<file path="config.mk">
export PLATFORM = sky130hd
export DESIGN_NAME = histogram_reader_flat
export DESIGN_NICKNAME = d
export VERILOG_FILES = /design/src/rtl/histogram_reader_if.sv /design/src/rtl/histogram_reader.sv /design/src/flat_wrapper.sv
export SDC_FILE = /design/constraint.sdc
export NUM_CORES = 1
export LEC_CHECK = 0
export ABC_AREA = 1
export BUFFER_PORTS_ARGS = -buffer_cell sky130_fd_sc_hd__buf_4
export CORE_MARGIN = 1.5
export CORE_UTILIZATION = 25
export CTS_BUF_LIST = sky130_fd_sc_hd__clkbuf_2 sky130_fd_sc_hd__clkbuf_4 sky130_fd_sc_hd__clkbuf_8
export DETAILED_ROUTE_END_ITERATION = 12
export PLACE_DENSITY = 0.38
export REMOVE_ABC_BUFFERS = 1
export SYNTH_ARGS = -nofsm -noshare
export SYNTH_HDL_FRONTEND = slang
export SYNTH_SLANG_ARGS = --single-unit
</file>
<file path="constraint.sdc">
create_clock -name clk -period 5 [get_ports clk]
set_clock_uncertainty 0.05 [all_clocks]
set_input_delay 0.25 -clock clk [delete_from_list [all_inputs] [get_ports clk]]
set_output_delay 0.25 -clock clk [all_outputs]
set_load 0.05 [all_outputs]
</file>
<file path="src/rtl/histogram_reader_if.sv">
// Port bundle for histogram_reader: histogram RAM read port B plus the (bin, count, cdf) output stream.
// master = the reader, slave = the histogram RAM / downstream consumer side.
interface histogram_reader_if #(
    parameter int ADDRESS_WIDTH = 8,
    parameter int DATA_WIDTH    = 19,
    parameter int CDF_WIDTH     = 19
);
    logic [ADDRESS_WIDTH-1:0] hist_addr;
    logic                     hist_rreq;
    logic [DATA_WIDTH-1:0]    hist_data;
    logic                     hist_dvalid;
    logic                     hist_clear;
    logic [ADDRESS_WIDTH-1:0] out_bin;
    logic [DATA_WIDTH-1:0]    out_count;
    logic [CDF_WIDTH-1:0]     out_cdf;
    logic                     out_valid;
    logic                     out_ready;

    modport master (
        output hist_addr, hist_rreq, hist_clear,
        output out_bin, out_count, out_cdf, out_valid,
        input  hist_data, hist_dvalid, out_ready
    );

    modport slave (
        input  hist_addr, hist_rreq, hist_clear,
        input  out_bin, out_count, out_cdf, out_valid,
        output hist_data, hist_dvalid, out_ready
    );
endinterface

</file>
<file path="src/rtl/histogram_reader.sv">
// Histogram readout engine: sweeps every bin over RAM port B and streams (bin, count, cdf) beats.
// Macro HIST_AUTO_CLEAR_EN adds a CLR state that pulses hist_clear once before done.
module histogram_reader #(
    parameter int PIXEL_WIDTH  = 8,
    parameter int IMAGE_WIDTH  = 640,
    parameter int IMAGE_HEIGHT = 480,
    parameter int COLOR_RANGE  = 256,
    parameter int FIFO_DEPTH   = 4
) (
    input  logic               clk,
    input  logic               arstn,
    input  logic               start,
    output logic               busy,
    output logic               done,
    histogram_reader_if.master bus
);
    function automatic int clogb2(input longint value);
        int bits;
        bits = 32'sd1;
        for (int i = 32'sd1; i < 32'sd62; i++) begin
            if ((64'sd1 <<< i) <= value) bits = i + 32'sd1;
        end
        return bits;
    endfunction

    localparam int AW    = clogb2(longint'(COLOR_RANGE) - 64'sd1);
    localparam int DW    = clogb2(longint'(IMAGE_WIDTH) * longint'(IMAGE_HEIGHT) - 64'sd1);
    localparam int CW    = clogb2(longint'(IMAGE_WIDTH) * longint'(IMAGE_HEIGHT));
    localparam int PTR_W = $clog2(FIFO_DEPTH);
    localparam int CNT_W = PTR_W + 32'sd1;
    localparam int SUM_W = CNT_W + 32'sd1;

    if (PIXEL_WIDTH < 32'sd1 || FIFO_DEPTH < 32'sd2 || (FIFO_DEPTH & (FIFO_DEPTH - 32'sd1)) != 32'sd0) begin : g_bad_param
        $error("histogram_reader: PIXEL_WIDTH must be >= 1 and FIFO_DEPTH a power of two >= 2");
    end

    typedef enum logic [2:0] {
        ST_IDLE  = 3'd0,
        ST_SWEEP = 3'd1,
        ST_DRAIN = 3'd2,
`ifdef HIST_AUTO_CLEAR_EN
        ST_CLR   = 3'd3,
`endif
        ST_FIN   = 3'd4
    } state_t;

    typedef struct packed {
        logic [AW-1:0] bin;
        logic [DW-1:0] count;
        logic [CW-1:0] cdf;
    } beat_t;

    state_t           state_r, state_s;
    logic [AW-1:0]    rd_addr_r, ret_bin_r;
    logic [CW-1:0]    cdf_acc_r, cdf_sum_s;
    logic [CNT_W-1:0] outstanding_r, fifo_count_r;
    logic [PTR_W-1:0] wr_ptr_r, rd_ptr_r;
    beat_t            fifo_mem_r [FIFO_DEPTH];
    beat_t            head_s;
    logic             credit_s, last_addr_s, issue_s, accept_s, pop_s, active_s;

    // Credit rule: reads in flight plus buffered beats never exceed the FIFO, so a return always has a slot.
    assign credit_s    = ({1'b0, outstanding_r} + {1'b0, fifo_count_r}) < SUM_W'(FIFO_DEPTH);
    assign active_s    = (state_r == ST_SWEEP) || (state_r == ST_DRAIN);
    assign last_addr_s = (rd_addr_r == AW'(COLOR_RANGE - 32'sd1));
    assign issue_s     = (state_r == ST_SWEEP) && credit_s;
    assign accept_s    = active_s && bus.hist_dvalid;
    assign pop_s       = (fifo_count_r != '0) && bus.out_ready;
    assign cdf_sum_s   = cdf_acc_r + CW'(bus.hist_data);
    assign head_s      = fifo_mem_r[rd_ptr_r];

    assign bus.out_valid = (fifo_count_r != '0);
    assign bus.out_bin   = head_s.bin;
    assign bus.out_count = head_s.count;
    assign bus.out_cdf   = head_s.cdf;

    // FSM state register
    always_ff @(posedge clk or negedge arstn) begin
        if (!arstn) state_r <= ST_IDLE;
        else        state_r <= state_s;
    end

    // FSM next-state logic
    always_comb begin
        state_s = state_r;
        case (state_r)
            ST_IDLE:  if (start) state_s = ST_SWEEP; else state_s = ST_IDLE;
            ST_SWEEP: if (issue_s && last_addr_s) state_s = ST_DRAIN; else state_s = ST_SWEEP;
            ST_DRAIN: begin
                if (outstanding_r == '0 && fifo_count_r == '0) begin
`ifdef HIST_AUTO_CLEAR_EN
                    state_s = ST_CLR;
`else
                    state_s = ST_FIN;
`endif
                end else begin
                    state_s = ST_DRAIN;
                end
            end
`ifdef HIST_AUTO_CLEAR_EN
            ST_CLR:   state_s = ST_FIN;
`endif
            ST_FIN:   state_s = ST_IDLE;
            default:  state_s = ST_IDLE;
        endcase
    end

    // FSM output decode
    always_comb begin
        busy           = 1'b0;
        done           = 1'b0;
        bus.hist_rreq  = 1'b0;
        bus.hist_addr  = '0;
        bus.hist_clear = 1'b0;
        case (state_r)
            ST_IDLE:  busy = 1'b0;
            ST_SWEEP: begin
                busy          = 1'b1;
                bus.hist_rreq = credit_s;
                bus.hist_addr = rd_addr_r;
            end
            ST_DRAIN: busy = 1'b1;
`ifdef HIST_AUTO_CLEAR_EN
            ST_CLR: begin
                busy           = 1'b1;
                bus.hist_clear = 1'b1;
            end
`endif
            ST_FIN:   done = 1'b1;
            default:  busy = 1'b0;
        endcase
    end

    // Sweep bookkeeping: read address, return index, running cdf and reads in flight
    always_ff @(posedge clk or negedge arstn) begin
        if (!arstn) begin
            rd_addr_r     <= '0;
            ret_bin_r     <= '0;
            cdf_acc_r     <= '0;
            outstanding_r <= '0;
        end else if (state_r == ST_IDLE) begin
            if (start) begin
                rd_addr_r     <= '0;
                ret_bin_r     <= '0;
                cdf_acc_r     <= '0;
                outstanding_r <= '0;
            end
        end else begin
            if (issue_s && !last_addr_s) rd_addr_r <= rd_addr_r + AW'(1'b1);
            if (accept_s) begin
                cdf_acc_r <= cdf_sum_s;
                ret_bin_r <= ret_bin_r + AW'(1'b1);
            end
            case ({issue_s, accept_s})
                2'b10:   outstanding_r <= outstanding_r + CNT_W'(1'b1);
                2'b01:   outstanding_r <= outstanding_r - CNT_W'(1'b1);
                default: outstanding_r <= outstanding_r;
            endcase
        end
    end

    // Output FIFO: returned beats are pushed in return order and popped on handshake
    always_ff @(posedge clk or negedge arstn) begin
        if (!arstn) begin
            wr_ptr_r     <= '0;
            rd_ptr_r     <= '0;
            fifo_count_r <= '0;
            for (int i = 32'sd0; i < FIFO_DEPTH; i++) fifo_mem_r[i] <= '0;
        end else begin
            if (accept_s) begin
                fifo_mem_r[wr_ptr_r] <= {ret_bin_r, bus.hist_data, cdf_sum_s};
                wr_ptr_r             <= wr_ptr_r + PTR_W'(1'b1);
            end
            if (pop_s) rd_ptr_r <= rd_ptr_r + PTR_W'(1'b1);
            case ({accept_s, pop_s})
                2'b10:   fifo_count_r <= fifo_count_r + CNT_W'(1'b1);
                2'b01:   fifo_count_r <= fifo_count_r - CNT_W'(1'b1);
                default: fifo_count_r <= fifo_count_r;
            endcase
        end
    end
endmodule

</file>
<file path="src/flat_wrapper.sv">
// flat-port wrapper written by rule: the top's interface ports become plain ports
module histogram_reader_flat 
#(
    parameter int PIXEL_WIDTH  = 8,
    parameter int IMAGE_WIDTH  = 640,
    parameter int IMAGE_HEIGHT = 480,
    parameter int COLOR_RANGE  = 256,
    parameter int FIFO_DEPTH   = 4
)
  (clk, arstn, start, busy, done, bus_hist_addr, bus_hist_rreq, bus_hist_clear, bus_out_bin, bus_out_count, bus_out_cdf, bus_out_valid, bus_hist_data, bus_hist_dvalid, bus_out_ready);
  histogram_reader_if #(.ADDRESS_WIDTH(2), .DATA_WIDTH((19)), .CDF_WIDTH((19))) bus_i ();
  input  logic clk;
  input  logic arstn;
  input  logic start;
  output logic busy;
  output logic done;
  output wire logic [$bits(bus_i.hist_addr)-1:0] bus_hist_addr;
  output wire logic [$bits(bus_i.hist_rreq)-1:0] bus_hist_rreq;
  output wire logic [$bits(bus_i.hist_clear)-1:0] bus_hist_clear;
  output wire logic [$bits(bus_i.out_bin)-1:0] bus_out_bin;
  output wire logic [$bits(bus_i.out_count)-1:0] bus_out_count;
  output wire logic [$bits(bus_i.out_cdf)-1:0] bus_out_cdf;
  output wire logic [$bits(bus_i.out_valid)-1:0] bus_out_valid;
  input wire logic [$bits(bus_i.hist_data)-1:0] bus_hist_data;
  input wire logic [$bits(bus_i.hist_dvalid)-1:0] bus_hist_dvalid;
  input wire logic [$bits(bus_i.out_ready)-1:0] bus_out_ready;
  assign bus_hist_addr = bus_i.hist_addr;
  assign bus_hist_rreq = bus_i.hist_rreq;
  assign bus_hist_clear = bus_i.hist_clear;
  assign bus_out_bin = bus_i.out_bin;
  assign bus_out_count = bus_i.out_count;
  assign bus_out_cdf = bus_i.out_cdf;
  assign bus_out_valid = bus_i.out_valid;
  assign bus_i.hist_data = bus_hist_data;
  assign bus_i.hist_dvalid = bus_hist_dvalid;
  assign bus_i.out_ready = bus_out_ready;
  histogram_reader #(.PIXEL_WIDTH(PIXEL_WIDTH), .IMAGE_WIDTH(IMAGE_WIDTH), .IMAGE_HEIGHT(IMAGE_HEIGHT), .COLOR_RANGE(COLOR_RANGE), .FIFO_DEPTH(FIFO_DEPTH)) u_core (.clk(clk), .arstn(arstn), .start(start), .busy(busy), .done(done), .bus(bus_i));
endmodule
</file>
==> summary by stage, run 1 <==
Clock tree
The maximum level of the CTS H-tree is 2. The clock slew seen by the registers of the worst setup and hold paths is 0.06 ns. Clock tree synthesis found a total of 202 sinks. The source-to-sink clock delay at the later pin of the worst-skew pair is 0.57 ns. The number of gates resized after CTS was 0.

The clock tree root driver cell is clkbuf_8. The number of buffers inserted by post-CTS setup repair is 0. Buffers inserted during clock tree synthesis total 40.

TritonCTS built the clock tree. The maximum clock insertion buffer count is 3. The quantity of hold-fixing buffers added after cts is 22.

Cells and area
The repair_antennas step left the layout with diodes totalling 0. The number of nets at the end of the flow is 1371. The number of filler cells placed in the layout is 4345. The fraction of final layout cells with drive strength greater than 1 is 13.3%. The area of the multi-input gates is 0.00431 mm^2. The core occupancy in the finished layout is 30.4%. The register cell area after layout is 0.00506 mm^2.

From synthesis to final layout, the design area changed by 20.2%.

Power and ir drop
The analysis attributes to cell leakage a power of 5.83 nW. The design draws 0.00973 W. The maximum ir drop on the vdd rail is 0.448 mV. The power per unit of standard cell area is 808 mW/mm^2.

Timing
The final worst hold slack is 0.108 ns. The worst path uses 62.0% of the clock period. The worst pin sits at a relative slew slack of 32.1%. The pin slew with the least headroom to its limit is 1.02 ns. Setup repair after global routing left no endpoint under its margin. The final-report max-slew violation count is 0. The number of hold-slack violations in the final timing report is 0.

Timing would allow up to 322 MHz. The post-route setup TNS is 0 ns. After layout, the minimum clock period comes to 3.10 ns. Setup violations remaining at the end of the flow were counted as 0.

Min path
The start point of the worst hold path is bus_hist_dvalid. The worst hold path belongs to the class input pin to flop.

Global route
The number of global-route vias before repair is 8470. The global route total overflow is 0. The overall track demand over capacity in global routing is 15.0%.

The first global-routing pass estimated 48200 um of wire. Entering global routing, the biggest net connects 107 pins. The initial antenna violation count is 0.

Route
The via density per instance is 4.49. In the routed design, unresolved DRC markers number 0. The number of vias after detailed routing is 8394. The initial detailed-routing violation count is 426.

The routed length per instance is 16.1 um. Summed over all layers, the routed wires come to 30100 um. The pre-antenna-repair detailed-routing pass consisted of 5 iterations. Once detail routing completed, the nets flagged for antenna violations numbered 0.

Place
The number of port buffers is 69. The wire-length estimate of the detail-placed layout is 18700 um. Routability-driven placement finished with a final weighted congestion of 0.751.

Worst setup path
The endpoint arrival time on the critical path is 2.80 ns. The setup path with the least slack is of type flop to primary output. On the worst path, the slowest cell contributes a delay of 0.71 ns. Walking the worst path, the cells encountered are inv_2 -> buf_4 -> o21ai_0 -> o22ai_1 -> buf_4. STA classifies the critical path endpoint as a primary output. The most numerous cell type found on the critical path is buf_4. STA puts the critical path data required time at 4.70 ns. The largest individual stage delay along the critical path comes from the cell inv_2. The largest driver fanout on the critical path is 56.

The critical path contains buffers and inverters numbering 3 combined. The critical path starts at u_core.rd_ptr_r[0]. The launching point of the worst reg2reg path is u_core.state_r[1]. The worst setup path is launched from a flop. Grouping stages by cell kind, the critical path spends the most delay in buffers and inverters.

Logic synthesis
The count of unique library cells instantiated by Yosys is 32. Synthesis produced a netlist whose cell count is 1235. The share of Yosys cell area claimed by the top area cell type is 50.5%.

The post-synthesis sequential element count is 202. During synthesis, Yosys emitted a total of 0 warnings. The most common cell in the synthesized netlist is nand2_1. Averaged over all synthesized cells, the footprint is 8.11 um^2.

For this run, the register share of the synthesized area comes to 50.5%. The number of synthesized flops with an enable pin is 0. Of all cell types, the one taking the most synthesized area is dfrtp_1. The synthesized netlist occupies a cell area of 0.0100 mm^2. The commonest cells after synthesis are nand2_1 (338), dfrtp_1 (202), o21ai_0 (187), nor2_1 (118), nand3_1 (82).

The flip-flop cell with the highest count after synthesis is dfrtp_1. The share of async-settable or async-resettable flops after synthesis is 100%. Sorting the synthesized cells by area gives the leading types as dfrtp_1 (50%), nand2_1 (13%), o21ai_0 (9.3%), nor2_1 (4.4%), nand3_1 (4.1%).

Floorplanning
Once the floorplan was initialized, standard cells occupied 25.3% of the core. The floorplan step set the die width to 203 um. The area of the core is 0.0396 mm^2. The I/O pin total is 71. The vertical die dimension is 203 um.

The overall die area is 0.0413 mm^2. The row count is 73.

Outcome
The run finished with clean final reports.

Flow run
The number of maximum-capacitance constraint violations is 0.
-- report_power, final --
| group | switching [W] | total (W) | leakage, nW | internal (W) |
|---|---|---|---|---|
| combinational | 0.00358 | 0.00510 | 2.87 | 0.00153 |
| sequential | 0.000423 | 0.00283 | 2.51 | 0.00240 |
| clock | 0.000747 | 0.00180 | 0.455 | 0.00105 |
| total | 0.00475 | 0.00973 | 5.83 | 0.00498 |
-- worst min-delay path, cell delays in order --
cell and delay [ns]:
buf_4 0.09, nand2_4 0.17, xor2_1 0.17
-- cell families after synthesis --
group	Yosys count	share of synthesized area [%]
buffers and inverters	145	6.47
AND/OR/NAND/NOR	567	23.5
XOR/XNOR	13	1.14
flip-flops	202	50.5
other	1	0.0374
AO/OA/AOI/OAI	277	14.4
adder cells (fa/ha/maj)	30	3.97
-- layer usage --
metal,vias up,share of wire [%],GRT usage (%)
li1,4225,-,-
met1,3995,49,20.8
met2,134,45,23.8
met3,40,3.7,2.64
met4,0,1.7,4.50
met5,-,0,0
-- metrics by stage --
stage | area [um^2] | cells | setup slack (ns)
after floorplan | 9680 | 1173 | 1.92
after global placement | 11000 | 1778 | 2.38
after detailed placement | 11000 | 1778 | 2.39
after CTS | 12000 | 1871 | 1.73
after global routing | 12000 | 1871 | 1.58
final | 12000 | 1871 | 1.90
-- flip-flops by register name, summed over array words and instances, names as in the netlist --
| register | cells |
|---|---|
| u_core.fifo_mem_r | 160 |
| u_core.ret_bin_r | 2 |
| u_core.wr_ptr_r | 2 |
| u_core.outstanding_r | 3 |
| u_core.cdf_acc_r | 19 |
| u_core.fifo_count_r | 3 |
| u_core.state_r | 3 |
| u_core.rd_addr_r | 8 |
| u_core.rd_ptr_r | 2 |
-- final cells by class --
cell class,instances,share of cell area (%)
sequential,202,42.0
multi-input combinational,888,35.8
timing repair buffer,102,6.97
clock buffer,62,6.52
tap,525,5.46
inverter,83,2.59
clock inverter,9,0.624
-- path summary, 6_finish.rpt --
| kind | to | slack [ns] | cells after the start |
|---|---|---|---|
| setup / recovery | bus_out_count[5] | 1.90 | 5 |
| max in group asynchronous | u_core.rd_ptr_r[0] | 3.54 | 3 |
| setup reg to reg | u_core.fifo_mem_r[28] | 2.46 | 9 |
| hold / removal | u_core.wr_ptr_r[0] | 0.11 | 3 |
| min in group asynchronous | u_core.fifo_mem_r[76] | 0.28 | 2 |
| hold reg to reg | u_core.fifo_mem_r[104] | 0.42 | 2 |
-- layout by cell type (no fill, tap or decap), types with 2 or more instances in the layout --
cell type / instances
clkbuf_4: 11
dfrtp_1: 201
nor2_1: 117
buf_4: 78
clkbuf_8: 52
ha_1: 27
o21ai_1: 30
nand2_1: 338
nand3b_1: 4
fa_1: 3
or2_2: 5
o21ai_0: 187
xnor2_1: 7
a21oi_1: 18
inv_2: 9
xor2_1: 6
dlygate4sd3_1: 22
clkinvlp_4: 2
nor3_1: 5
nor2_4: 4
inv_1: 74
nand3_1: 82
o22ai_1: 41
and2_1: 2
nand2_2: 3
clkinv_2: 6
No activity file was read; power rests on OpenSTA's default activity.
==> inputs of run 2 (changes only) <==
- ABC_AREA: 1 -> 0
- clock period: 5 -> 2.89 ns (I/O delays scaled with it)
==> run 2 against run 1 <==
Compared with the run above: area after synthesis rose by 2.4%; die area up 2.3%; hold slack worse by 0.025 ns; critical path depth rose by 3; sequential power increased by 80%; synthesized cell count decreased by 31%; first-iteration DRC count decreased by 23%; via count decreased by 15%; cell area up 4.9%.
==> summary by stage, run 2 <==
Clock tree
The clock tree root driver cell is clkbuf_8 (unchanged). The total CTS buffers is 42 (was 40). The clock slew seen by the registers of the worst setup and hold paths is 0.06 ns (about the same). The maximum clock insertion buffer count is 3 (unchanged). The clock tree from TritonCTS was yes (unchanged). The number of buffers inserted by post-CTS setup repair is 0 (unchanged). The maximum level of the CTS H-tree is 2 (unchanged). The number of clock sinks seen by CTS is 202 (unchanged). The source-to-sink clock delay at the later pin of the worst-skew pair is 0.58 ns (was 0.57 ns).

Cells and area
The post-route standard cell area excluding fillers is 0.0126 mm^2 (was 0.0120 mm^2). The antenna diode instance count is 0 (unchanged). Largest registers ranked by flip-flop count: u_core.fifo_mem_r (160), u_core.cdf_acc_r (19), u_core.rd_addr_r (8) (unchanged). The area overhead of the layout relative to synthesis came to 23.2% (was 20.2%).

The number of nets at the end of the flow is 1016 (was 1371). The fraction of final layout cells with drive strength greater than 1 is 35.3% (was 13.3%). The most common cell after layout, fill and taps aside is dfrtp_1 (was nand2_1).

The number of flip-flops under the largest register name came to 160 (unchanged). Commonest cells after routing, fill and taps aside: dfrtp_1 (200), mux2_2 (112), buf_4 (93) (was nand2_1 (338), dfrtp_1 (201), o21ai_0 (187)). The largest register by flop count is u_core.fifo_mem_r (unchanged).

Place
The total cell area at the placement stage was 0.0115 mm^2 (was 0.0110 mm^2). The placer's final routability congestion estimate is 0.801 (was 0.751). The post-DP HPWL is 18700 um (about the same).

The worst-case setup slack after placement is 0.245 ns (was 2.39 ns). The number of port buffers was 69 (unchanged).

Logic synthesis
The number of instances in the synthesized netlist is 850 (was 1235). The portion of the post-synthesis area used by sequential elements is 49.3% (was 50.5%). The share of async-settable or async-resettable flops after synthesis is 100% (unchanged). The most common cell in the netlist is dfrtp_1 (was nand2_1). The number of synthesized flops with an enable pin is 0 (unchanged). The count of unique library cells instantiated by Yosys was 62 (was 32). The post-synthesis sequential element count came to 202 (unchanged). Main area contributors after synthesis: dfrtp_1 (49%), mux2_2 (12%), mux4_2 (8.8%), ha_1 (3.3%), o21ai_0 (3.0%) (was dfrtp_1 (50%), nand2_1 (13%), o21ai_0 (9.3%), nor2_1 (4.4%), nand3_1 (4.1%)). The post-synthesis cell area is 0.0103 mm^2 (was 0.0100 mm^2). The mean instance size in the synthesized netlist is 12.1 um^2 (was 8.11 um^2).

The flip-flop cell with the highest count after synthesis is dfrtp_1 (unchanged). The share of Yosys cell area claimed by the top area cell type was 49.3% (was 50.5%). Most used standard cells in the synthesized netlist: dfrtp_1 (202), mux2_2 (112), nand2_1 (81), o21ai_0 (61), mux4_2 (40) (was nand2_1 (338), dfrtp_1 (202), o21ai_0 (187), nor2_1 (118), nand3_1 (82)). The post-synthesis cell type with the largest combined area was dfrtp_1 (unchanged). The total of warnings raised by yosys is 0 (unchanged).

Route
The initial detailed-routing violation count is 330 (was 426). The via density per instance is 4.73 (was 4.49). The routed length per instance is 18.7 um (was 16.1 um).

The detailed-router iteration count before antenna repair was 4 (was 5). The number of vias after detailed routing is 7152 (was 8394). The antenna violation net count after detailed routing is 0 (unchanged).

The wire length reported by the detailed router was 28300 um (was 30100 um). The detailed-route DRC error count is 0 (unchanged).

Timing
The number of hold-slack violations in the final timing report is 0 (unchanged). The worst path uses 92.5% of the clock period. The upper clock frequency limit is 374 MHz. The relative max-transition margin is 57.2% (was 32.1%).

RSZ-0062 raised after global routing: no (unchanged). The post-route setup TNS was 0 ns (unchanged). The number of endpoints failing setup at the final stage is 0 (unchanged). The smallest setup slack after layout is 0.217 ns (was 1.90 ns). The final-report max-slew violation count is 0 (unchanged).

The post-route minimum period is 2.67 ns. The pin slew with the least headroom to its limit is 0.642 ns (was 1.02 ns).

Global route
The global route total overflow is 0 (unchanged). The initial antenna violation count is 0 (unchanged). The number of global-route vias before repair is 7677 (was 8470). The global-route wire length before repair is 45500 um (was 48200 um). The pin count of the biggest net entering global routing is 67 (was 107). The overall track demand over capacity in global routing was 14.1% (was 15.0%).

Flow run
The number of maximum-capacitance constraint violations is 0 (unchanged).

Floorplanning
The overall die area is 0.0422 mm^2 (was 0.0413 mm^2). The die extent in x was 205 um (was 203 um). The I/O pin total is 71 (unchanged). The area of the core is 0.0401 mm^2 (was 0.0396 mm^2). The row count is 73 (unchanged).

The vertical die dimension came to 205 um (was 203 um). The initial core utilization is 25.6% (was 25.3%).

Outcome
Status: finished, final reports clean (unchanged).

Power and ir drop
The maximum ir drop on the vdd rail is 0.614 mV (was 0.448 mV). The leakage power was 5.41 nW (was 5.83 nW). The power per unit of standard cell area is 1400 mW/mm^2 (was 808 mW/mm^2). The overall power is 0.0176 W (was 0.00973 W).

Worst setup path
The classification of the worst setup path is flop to flop (was flop to primary output). The launching point of the worst reg2reg path was u_core.cdf_acc_r[0] (was u_core.state_r[1]). The worst endpoint required time is 3.34 ns (was 4.70 ns).

The largest driver fanout on the critical path is 6 (was 56). The endpoint arrival time on the critical path came to 3.13 ns (was 2.80 ns). The source of the critical timing path is u_core.cdf_acc_r[0] (was u_core.rd_ptr_r[0]). The kind of start point of the critical path is a flop (unchanged). The type of destination of the critical path is a flop (was primary output).

Min path
The worst min-delay path class is input pin to asynchronous set/reset pin (was input pin to flop).
## run 2: cell types whose count changed after synthesis, moves of 24 or more
cell,change
nand2_1,-257
o21ai_0,-126
mux2_2,+112
nor2_1,-83
inv_1,-64
nand3_1,-51
o22ai_1,-41
mux4_2,+40
o21ai_1,-24
## run 2: per-stage QoR
stage          util, %  hold slack [ns]  instances
6_report          31.5           0.0825       1513
5_1_grt           31.5           0.0996       1513
3_5_place_dp      28.8            0.180       1421
4_1_cts           31.5           0.0847       1513
3_3_place_gp      28.8            0.184       1421
2_1_floorplan        -           -0.201        793
## run 2: worst max-delay path: stages, from the launching register on
cell      delay, ns
dfrtp_1        0.38
ha_1           0.23
fa_1           0.43
a211oi_1       0.24
o21a_1         0.23
a21o_1         0.28
nand3_2        0.13
a211oi_2       0.40
mux2_2         0.22
## run 2: where the power goes
part / switching [W] / leakage [nW] / internal (W)
Sequential: 0.000851 / 2.46 / 0.00423
Combinational: 0.00557 / 2.50 / 0.00385
Clock: 0.00131 / 0.454 / 0.00182
Total: 0.00773 / 5.41 / 0.00989
## run 2: final timing paths
kind	to	slack, ns	depth (start not counted)
worst max register to register	u_core.fifo_mem_r[16]	0.22	8
worst min-delay path	u_core.fifo_mem_r[81]	0.08	2
worst min register to register	u_core.fifo_mem_r[146]	0.43	2
worst max-delay path	u_core.fifo_mem_r[16]	0.22	8
min in group clk	u_core.fifo_count_r[0]	0.13	4
max in group asynchronous	u_core.fifo_mem_r[144]	1.94	3
## run 2: logic make-up after synthesis
logic type	count (synthesis)	synth area share (%)
adders and majority gates	30	3.88
muxes	158	21.7
DFF	202	49.3
other	1	0.0366
buffers and inverters	68	3.04
AOI/OAI and AO/OA	160	10.2
and+or+nand+nor	210	10.0
xor gates and xnor gates	21	1.79
## run 2: routing by layer
metal / track usage (%) / share of wire (%)
met5: 0 / 0
met4: 3.88 / 2.0
met3: 2.85 / 4.0
met2: 21.8 / 46
met1: 19.9 / 48
## run 2: layout make-up
class                   count  area (um^2)
multi-input cells         580         4890
flip-flops and latches    202         5060
clock buffers              61          783
fillers                  4103        27500
inverters                  11         42.5
well taps                 525          657
clock inverters             9         78.8
repair buffers            125         1110
## run 2: what timing repair did
item / CTS / global route
hold endpoints to repair: 170 / 0
endpoints found under the setup margin: 0 / 1
gates resized for setup: 0 / 1
hold buffers: 22 / 0
